[src/rtl/relu_requant_int8.sv]
// ---------------------------------------------------------------------------
// relu_requant_int8
//
// Streaming requantiser that sits right after the int32 ReLU stage. Each
// accepted activation is multiplied by an unsigned fixed-point scale,
// round-shifted (round half up), offset by a signed zero point and saturated
// to int8. The scale, shift and zero point are captured with the element,
// so a config change only affects elements accepted after it. A
// ROWS x COLS tile index and an end-of-tile flag travel with each element.
//
// Ports:
//   clk, rst              clock, asynchronous active-high reset
//   cfg_mult              unsigned scale multiplier
//   cfg_shift             arithmetic right shift applied after the multiply
//   cfg_zp                signed int8 output zero point
//   clr_stats             synchronous clear of sat_count
//   in_valid/in_ready     input handshake, in_data is a signed activation
//   out_valid/out_ready   output handshake
//   out_data              signed int8 result
//   out_row/out_col       tile position of out_data
//   out_last              final element of a tile
//   sat_count             number of saturated results delivered (sticky max)
// ---------------------------------------------------------------------------
module relu_requant_int8 #(
    parameter int DATA_W  = 32,
    parameter int MULT_W  = 16,
    parameter int SHIFT_W = 5,
    parameter int ROWS    = 3,
    parameter int COLS    = 4
) (
    input  logic               clk,
    input  logic               rst,
    input  logic [MULT_W-1:0]  cfg_mult,
    input  logic [SHIFT_W-1:0] cfg_shift,
    input  logic [7:0]         cfg_zp,
    input  logic               clr_stats,
    input  logic               in_valid,
    output logic               in_ready,
    input  logic [DATA_W-1:0]  in_data,
    output logic               out_valid,
    input  logic               out_ready,
    output logic [7:0]         out_data,
    output logic [1:0]         out_row,
    output logic [1:0]         out_col,
    output logic               out_last,
    output logic [15:0]        sat_count
);

    // One extra bit keeps the unsigned multiplier positive in a signed product.
    localparam int PROD_W = DATA_W + MULT_W + 1;
    localparam int SUM_W  = PROD_W + 1;

    localparam logic [1:0] LAST_ROW = 2'(ROWS - 1);
    localparam logic [1:0] LAST_COL = 2'(COLS - 1);

    localparam logic signed [SUM_W-1:0] SAT_MAX = SUM_W'(127);
    localparam logic signed [SUM_W-1:0] SAT_MIN = SUM_W'(-128);

    // Stage 1 registers (product)
    logic                      r_valid1;
    logic signed [PROD_W-1:0]  r_prod1;
    logic [SHIFT_W-1:0]        r_shift1;
    logic [7:0]                r_zp1;
    logic [1:0]                r_row1;
    logic [1:0]                r_col1;

    // Stage 2 registers (rounded value)
    logic                      r_valid2;
    logic signed [PROD_W-1:0]  r_round2;
    logic [7:0]                r_zp2;
    logic [1:0]                r_row2;
    logic [1:0]                r_col2;

    // Stage 3 / output registers
    logic                      r_outValid;
    logic [7:0]                r_outData;
    logic [1:0]                r_outRow;
    logic [1:0]                r_outCol;
    logic                      r_outLast;
    logic                      r_outSat;
    logic [15:0]               r_satCount;

    // Tile index of the next element to be accepted
    logic [1:0]                r_row;
    logic [1:0]                r_col;

    logic                      w_load1;
    logic                      w_load2;
    logic                      w_load3;
    logic                      w_inFire;
    logic                      w_outFire;
    logic signed [PROD_W-1:0]  w_inExt;
    logic signed [PROD_W-1:0]  w_multExt;
    logic signed [PROD_W-1:0]  w_prod;
    logic signed [PROD_W-1:0]  w_bias;
    logic signed [PROD_W-1:0]  w_sum;
    logic signed [PROD_W-1:0]  w_round;
    logic signed [SUM_W-1:0]   w_offset;
    logic [7:0]                w_sat8;
    logic                      w_isSat;

    // A stage may load when it is empty or its contents move on this cycle,
    // so a stall ripples back only once every stage is occupied.
    assign w_load3   = !r_outValid || out_ready;
    assign w_load2   = !r_valid2 || w_load3;
    assign w_load1   = !r_valid1 || w_load2;
    assign in_ready  = w_load1;
    assign w_inFire  = in_valid && w_load1;
    assign w_outFire = r_outValid && out_ready;

    assign w_inExt   = {{(PROD_W-DATA_W){in_data[DATA_W-1]}}, in_data};
    assign w_multExt = {{(PROD_W-MULT_W){1'b0}}, cfg_mult};
    assign w_prod    = w_inExt * w_multExt;

    // Adding half an LSB before the arithmetic shift gives round half up;
    // with a zero shift there is nothing to round.
    assign w_bias  = (r_shift1 == '0) ? '0 : (PROD_W'(1) << (r_shift1 - SHIFT_W'(1)));
    assign w_sum   = r_prod1 + w_bias;
    assign w_round = w_sum >>> r_shift1;

    assign w_offset = {r_round2[PROD_W-1], r_round2} + {{(SUM_W-8){r_zp2[7]}}, r_zp2};

    always_comb begin
        w_sat8  = w_offset[7:0];
        w_isSat = 1'b0;
        if (w_offset > SAT_MAX) begin
            w_sat8  = 8'h7F;
            w_isSat = 1'b1;
        end else if (w_offset < SAT_MIN) begin
            w_sat8  = 8'h80;
            w_isSat = 1'b1;
        end
    end

    // Tile index walks row-major and wraps after the last element of a tile.
    always_ff @(posedge clk or posedge rst) begin
        if (rst) begin
            r_row <= '0;
            r_col <= '0;
        end else if (w_inFire) begin
            if (r_col == LAST_COL) begin
                r_col <= '0;
                r_row <= (r_row == LAST_ROW) ? 2'd0 : r_row + 2'd1;
            end else begin
                r_col <= r_col + 2'd1;
            end
        end
    end

    always_ff @(posedge clk or posedge rst) begin
        if (rst) begin
            r_valid1 <= 1'b0;
            r_prod1  <= '0;
            r_shift1 <= '0;
            r_zp1    <= '0;
            r_row1   <= '0;
            r_col1   <= '0;
        end else if (w_load1) begin
            r_valid1 <= in_valid;
            if (in_valid) begin
                r_prod1  <= w_prod;
                r_shift1 <= cfg_shift;
                r_zp1    <= cfg_zp;
                r_row1   <= r_row;
                r_col1   <= r_col;
            end
        end
    end

    always_ff @(posedge clk or posedge rst) begin
        if (rst) begin
            r_valid2 <= 1'b0;
            r_round2 <= '0;
            r_zp2    <= '0;
            r_row2   <= '0;
            r_col2   <= '0;
        end else if (w_load2) begin
            r_valid2 <= r_valid1;
            if (r_valid1) begin
                r_round2 <= w_round;
                r_zp2    <= r_zp1;
                r_row2   <= r_row1;
                r_col2   <= r_col1;
            end
        end
    end

    // Output registers only change when empty or consumed, so they hold
    // steady while the consumer stalls.
    always_ff @(posedge clk or posedge rst) begin
        if (rst) begin
            r_outValid <= 1'b0;
            r_outData  <= '0;
            r_outRow   <= '0;
            r_outCol   <= '0;
            r_outLast  <= 1'b0;
            r_outSat   <= 1'b0;
        end else if (w_load3) begin
            r_outValid <= r_valid2;
            if (r_valid2) begin
                r_outData <= w_sat8;
                r_outRow  <= r_row2;
                r_outCol  <= r_col2;
                r_outLast <= (r_row2 == LAST_ROW) && (r_col2 == LAST_COL);
                r_outSat  <= w_isSat;
            end
        end
    end

    // Clear wins over a same-cycle increment; the count sticks at all-ones.
    always_ff @(posedge clk or posedge rst) begin
        if (rst) begin
            r_satCount <= '0;
        end else if (clr_stats) begin
            r_satCount <= '0;
        end else if (w_outFire && r_outSat && (r_satCount != 16'hFFFF)) begin
            r_satCount <= r_satCount + 16'd1;
        end
    end

    assign out_valid = r_outValid;
    assign out_data  = r_outData;
    assign out_row   = r_outRow;
    assign out_col   = r_outCol;
    assign out_last  = r_outLast;
    assign sat_count = r_satCount;

endmodule

[config.mk]
export PLATFORM = sky130hd
export DESIGN_NAME = relu_requant_int8
export DESIGN_NICKNAME = d
export VERILOG_FILES = /design/src/rtl/relu_requant_int8.sv
export SDC_FILE = /design/constraint.sdc
export NUM_CORES = 2
export LEC_CHECK = 0
export ABC_AREA = 1
export BUFFER_PORTS_ARGS = -buffer_cell sky130_fd_sc_hd__clkbuf_2
export CAP_MARGIN = 20
export CORE_MARGIN = 4
export CORE_UTILIZATION = 40
export CTS_CLUSTER_DIAMETER = 50
export DETAILED_ROUTE_END_ITERATION = 7
export PLACE_DENSITY = 0.67
export SYNTH_ARGS = -nofsm -noshare
export SYNTH_HDL_FRONTEND = slang
export SYNTH_SLANG_ARGS = --single-unit
[constraint.sdc]
create_clock -name clk -period 13.7 [get_ports clk]
set_input_delay 0.685 -clock clk [delete_from_list [all_inputs] [get_ports clk]]
set_output_delay 0.685 -clock clk [all_outputs]
set_load 0.01 [all_outputs]
======== Yosys cells after proc, flatten, opt, wreduce, memory -nomap -nowiden ========
Index checks and enable logic that the tools add are counted.
word-level totals
  bits in registers ....................... 164
  bits of input ports ..................... 66
  logic and storage cells ................. 62
operators by class
  add/subtract/negate cells ............... 6
  multipliers ............................. 1
  order comparisons ....................... 2
  equal/unequal tests ..................... 5
  shift operators ......................... 2
  muxes and demuxes ....................... 9
  reductions and logical operators ........ 17
operators with widths
  operator                 number
  $add A49 B8 Y50          1
  $gt A50 B8 Y1 const B    1
  $lt A50 B8 Y1 const B    1
  $add A49 B49 Y49         1
  $mul A32 B17 Y49         1
  $mux W49                 1
  $shl A1 B5 Y49 const A   1
  $sshr A49 B5 Y49         1
  $mux W16                 2
  $add A16 B1 Y16 const B  1
  $mux W8                  2
  $ne A16 B16 Y1 const B   1
  $eq A2 B2 Y1 const B     4
  $reduce_and A2 Y1        4
  $logic_and A1 B1 Y1      5
  $logic_not A5 Y1         1
  $sub A5 B1 Y5 const B    1
  $add A2 B1 Y2 const B    2
  $mux W2                  2
  $logic_not A1 Y1         3
  $logic_or A1 B1 Y1       3
  $mux W1                  2
  $reduce_bool A2 Y1       1

======== Depth between registers and ports, before layout ========
  depth after elaboration ................. 6
  depth in mapped cells ................... 32
  gate-level depth less buffers ........... 30

======== Worst setup path after synthesis ========
No wires, ideal clock.
  path kind ............................... in2reg
  start ................................... input port in_data[31]
  end ..................................... register r_prod1[48]
  setup time .............................. 0.130 ns
  data arrival time ....................... 6.248 ns
  setup slack ............................. 7.322 ns
  cell stages on the path ................. 22
  path buffers ............................ 2
  cells stage by stage .................... clkbuf_1 -> clkbuf_1 -> nand2_1 -> fa_1 -> fa_1 -> inv_1 -> fa_1 -> fa_1 -> fa_1 -> inv_1 -> fa_1 -> inv_1 -> ha_1 -> a21oi_1 -> o21ai_0 -> a221oi_1 -> o21ai_0 -> a21oi_1 -> o21ai_0 -> or2_2 -> nand3_1 -> o21ai_0
between the ends
  cells in the longest elaborated chain, start to end .. 1
ends and longest elaborated chain
  item                    line  text
  start: declaration      39    input logic [DATA_W-1:0] in_data,
  $mul A32 B17 Y49        113   assign w_prod = w_inExt * w_multExt;
  end signal: assignment  161   r_prod1 <= w_prod;
  end: declaration        61    logic signed [PROD_W-1:0] r_prod1;
No other way between the ends.
A chain may end at the register's enable or synchronous reset.

======== Worst setup path after layout ========
  start ................................... input port cfg_mult[7]
  end ..................................... register r_prod1[34]
between the ends
  cells in the longest elaborated chain, start to end .. 1
ends and longest elaborated chain
  item                line  text
  start: declaration  33    input logic [MULT_W-1:0] cfg_mult,
  $mul A32 B17 Y49    113
No other way between the ends.

==> flow_summary_export.csv <==
group,metric,value,unit
yosys,synthCells,5571,
sta,hold_viol,0,
setup_path,path_max_fanout,32,
routing,drc_errors,0,
sta,relSlewSlack,33.0,%
yosys,syn_area,36100,sq um
cells_and_area,regArea,4100,sq um
placed_design,port_buffers,96,
routing,route.antenna.remaining_nets,0,
cts,htreeDepth,4,
cts,worstSkewPairLatency,450,ps
cts,clkSinkCount,164,
cts,cts_buffers,17,
yosys,syn_avg_cell_area,6.49,sq um
sta,fin_worst_skew,12.7,ps
routing,drtPass1Iterations,5,
yosys,yosys_register_bits,164,
floorplan,die_h,309,um
floorplan,chipWidth,309,um
sta,max_freq,0.146,GHz
cells_and_area,nets,6275,
cells_and_area,drive_above_1_share,4.11,%
cells_and_area,syn_to_final_growth,5.58,%
floorplan,ios,97,
floorplan,num_rows,109,
yosys,synth_xor_area_share,1.09,%
cts,cts.repair.resized,0,
cells_and_area,multiInputGateArea,26500,sq um
setup_path,critPathKind,"in2reg",
sta,period_needed,6850,ps
setup_path,cp-end-kind,"flip-flop",
cts,cts.path.max_buffers,2,
routing,via_count,33813,
global_route,grt.total_usage,23.2,%
yosys,synth_top_family_by_area,"adder cells",
yosys,synth_cell_type_count,44,
global_route,grt_max_degree,102,
setup_path,reg2regPathDepth,26,
floorplan,initial_core_util,40.6,%
sta,finalMaxSlewViolations,0,
yosys,synth_mux_area_share,0.0277,%
sta,rsz0062_at_grt,"false",
cts,clockRootBuffer,"clkbuf_16",
worst_hold_path,hp-class,"in2async",
cells_and_area,layout_common_cells,"1,794 x nand2_1, 1,282 x inv_1, 491 x fa_1",
setup_path,r2r_slack,7980,ps
cts,clk_pin_slew,80,ps
global_route,overflow,0,
setup_path,arrival,7160,ps
sta,fin_setup_tns,0,ps
cells_and_area,num-fill-cells,9371,
yosys,ys.flop_type,"dfrtp_1",
sta,setup_viol,0,
setup_path,worstReg2RegStart,"r_shift1[2]",
setup_path,critPathMaxStageDelay,560,ps
yosys,synth_edf_count,0,
placed_design,hpwl,87900,um
status,outcome,"completed",
yosys,async_flop_share,100,%
global_route,grt_pass1_wl,179000,um
cts,cts_hold_buf,0,
global_route,grt_pass1_vias,34584,
sta,fin_crit_sh,50.0,%
flow_run,cap_violations,0,
floorplan,core_area,89100,sq um
routing,drt-wirelength-per-cell,16.1,um
global_route,antenna_found_initial,1,
yosys,synth_compound_area_share,5.81,%
cells_and_area,n_antenna_cell,0,
setup_path,cp_common_cell,"inv_1",
cells_and_area,final_common_cell,"nand2_1",
setup_path,crit_slowest_cell,"fa_1",
setup_path,worst_setup_path_start_kind,"input port",
floorplan,die-area,95200,sq um
routing,viasPerCell,5.05,
cts,cts_setup_buffers,0,
setup_path,cp.required,14010,ps
yosys,synthesis.nets,6330,
setup_path,r2r-end,"r_round2[7]",
yosys,synthAdderAreaFrac,34.2,%
placed_design,place_congestion,0.984,
routing,drt-initial-drc-count,2937,
sta,tightest_slew,1000,ps
yosys,synthSimpleGateAreaFrac,32.1,%
cts,cts_tree,"yes",
routing,wirelength,108000,um
yosys,yosysSeqAreaShare,11.4,%
yosys,yosysWarnings,0,
worst max-delay path, delay by kind of cell:
| family | cells | cell delay (ps) |
|---|---|---|
| fa+ha+maj | 7 | 3430 |
| buf+inv | 8 | 960 |
| simple gates | 8 | 1380 |
| compound gates | 4 | 650 |
metrics by stage:
stage               hold slack (ps)  cell area (sq um)  instances  utilization [%]  setup WS (ps)
floorplan                       442              36100       5571                -           7320
global placement                455              37500       6662             42.1           6530
detailed placement              466              37500       6662             42.1           6440
CTS                             433              38200       6694             42.8           6910
global route                    473              38200       6694             42.8           6370
finish                          444              38200       6694             42.8           6850
metal layers:
metal	vias up	global-route usage, %	routed length, um
li1	16531	-	-
met1	16017	32.2	49000
met2	1081	39.3	49700
met3	182	2.61	6920
met4	2	5.17	2430
met5	-	0	14
worst max path at each step:
| stage | startpoint | end |
|---|---|---|
| floorplan | in_data[31] | r_prod1[48] |
| global placement | cfg_mult[9] | r_prod1[34] |
| detailed placement | cfg_mult[2] | r_prod1[48] |
| CTS | cfg_mult[2] | r_prod1[48] |
| global route | cfg_mult[12] | r_prod1[34] |
| finish | cfg_mult[7] | r_prod1[34] |
logic make-up (layout without fill, tap and decap cells):
kind of cell,after synthesis,in the layout
buffers and inverters,1482,1440
muxes,1,1
xor gates and xnor gates,45,45
AOI/OAI and AO/OA,388,388
adders and majority gates,693,693
DFF,164,164
and+or+nand+nor,2798,2798
flip-flops by register name (all words and copies together) (netlist names):
register,flops
out_valid,1
r_zp1,8
r_prod1,49
out_col,2
r_row2,2
r_col,2
r_valid1,1
sat_count,16
r_col1,2
out_last,1
r_row1,2
r_row,2
r_valid2,1
r_zp2,8
r_outSat,1
r_col2,2
r_round2,49
out_data,8
out_row,2
r_shift1,5
Yosys cell counts, types with 5 or more instances:
| cell type | n | area [sq um] |
|---|---|---|
| a21o_1 | 7 | 52.6 |
| a21oi_1 | 170 | 851 |
| a31oi_1 | 22 | 138 |
| buf_1 | 22 | 82.6 |
| buf_2 | 5 | 25.0 |
| clkbuf_1 | 165 | 619 |
| dfrtp_1 | 164 | 4100 |
| fa_1 | 491 | 9830 |
| ha_1 | 202 | 2530 |
| inv_1 | 1283 | 4820 |
| nand2_1 | 1796 | 6740 |
| nand2_2 | 15 | 93.8 |
| nand3_1 | 467 | 2340 |
| nand3_2 | 10 | 100 |
| nand3b_1 | 23 | 173 |
| nand4_1 | 49 | 307 |
| nor2_1 | 352 | 1320 |
| nor2_2 | 16 | 100 |
| nor3_1 | 25 | 125 |
| nor4_1 | 11 | 68.8 |
| o211ai_1 | 8 | 60.1 |
| o21a_1 | 7 | 52.6 |
| o21ai_0 | 144 | 721 |
| o21bai_1 | 15 | 113 |
| or2_2 | 23 | 144 |
| xnor2_1 | 20 | 175 |
| xor2_1 | 25 | 219 |
area by class of cell:
type	instances	area share (%)
clock inverters	15	0.535
well taps	1165	3.82
inverters	1290	12.7
flip-flops and latches	164	10.8
multi-input cells	3925	69.4
clock buffers	17	1.12
repair buffers	118	1.69
Power is not shown: default switching activity piles up to over one toggle a cycle in this logic, so the estimate is an artifact.
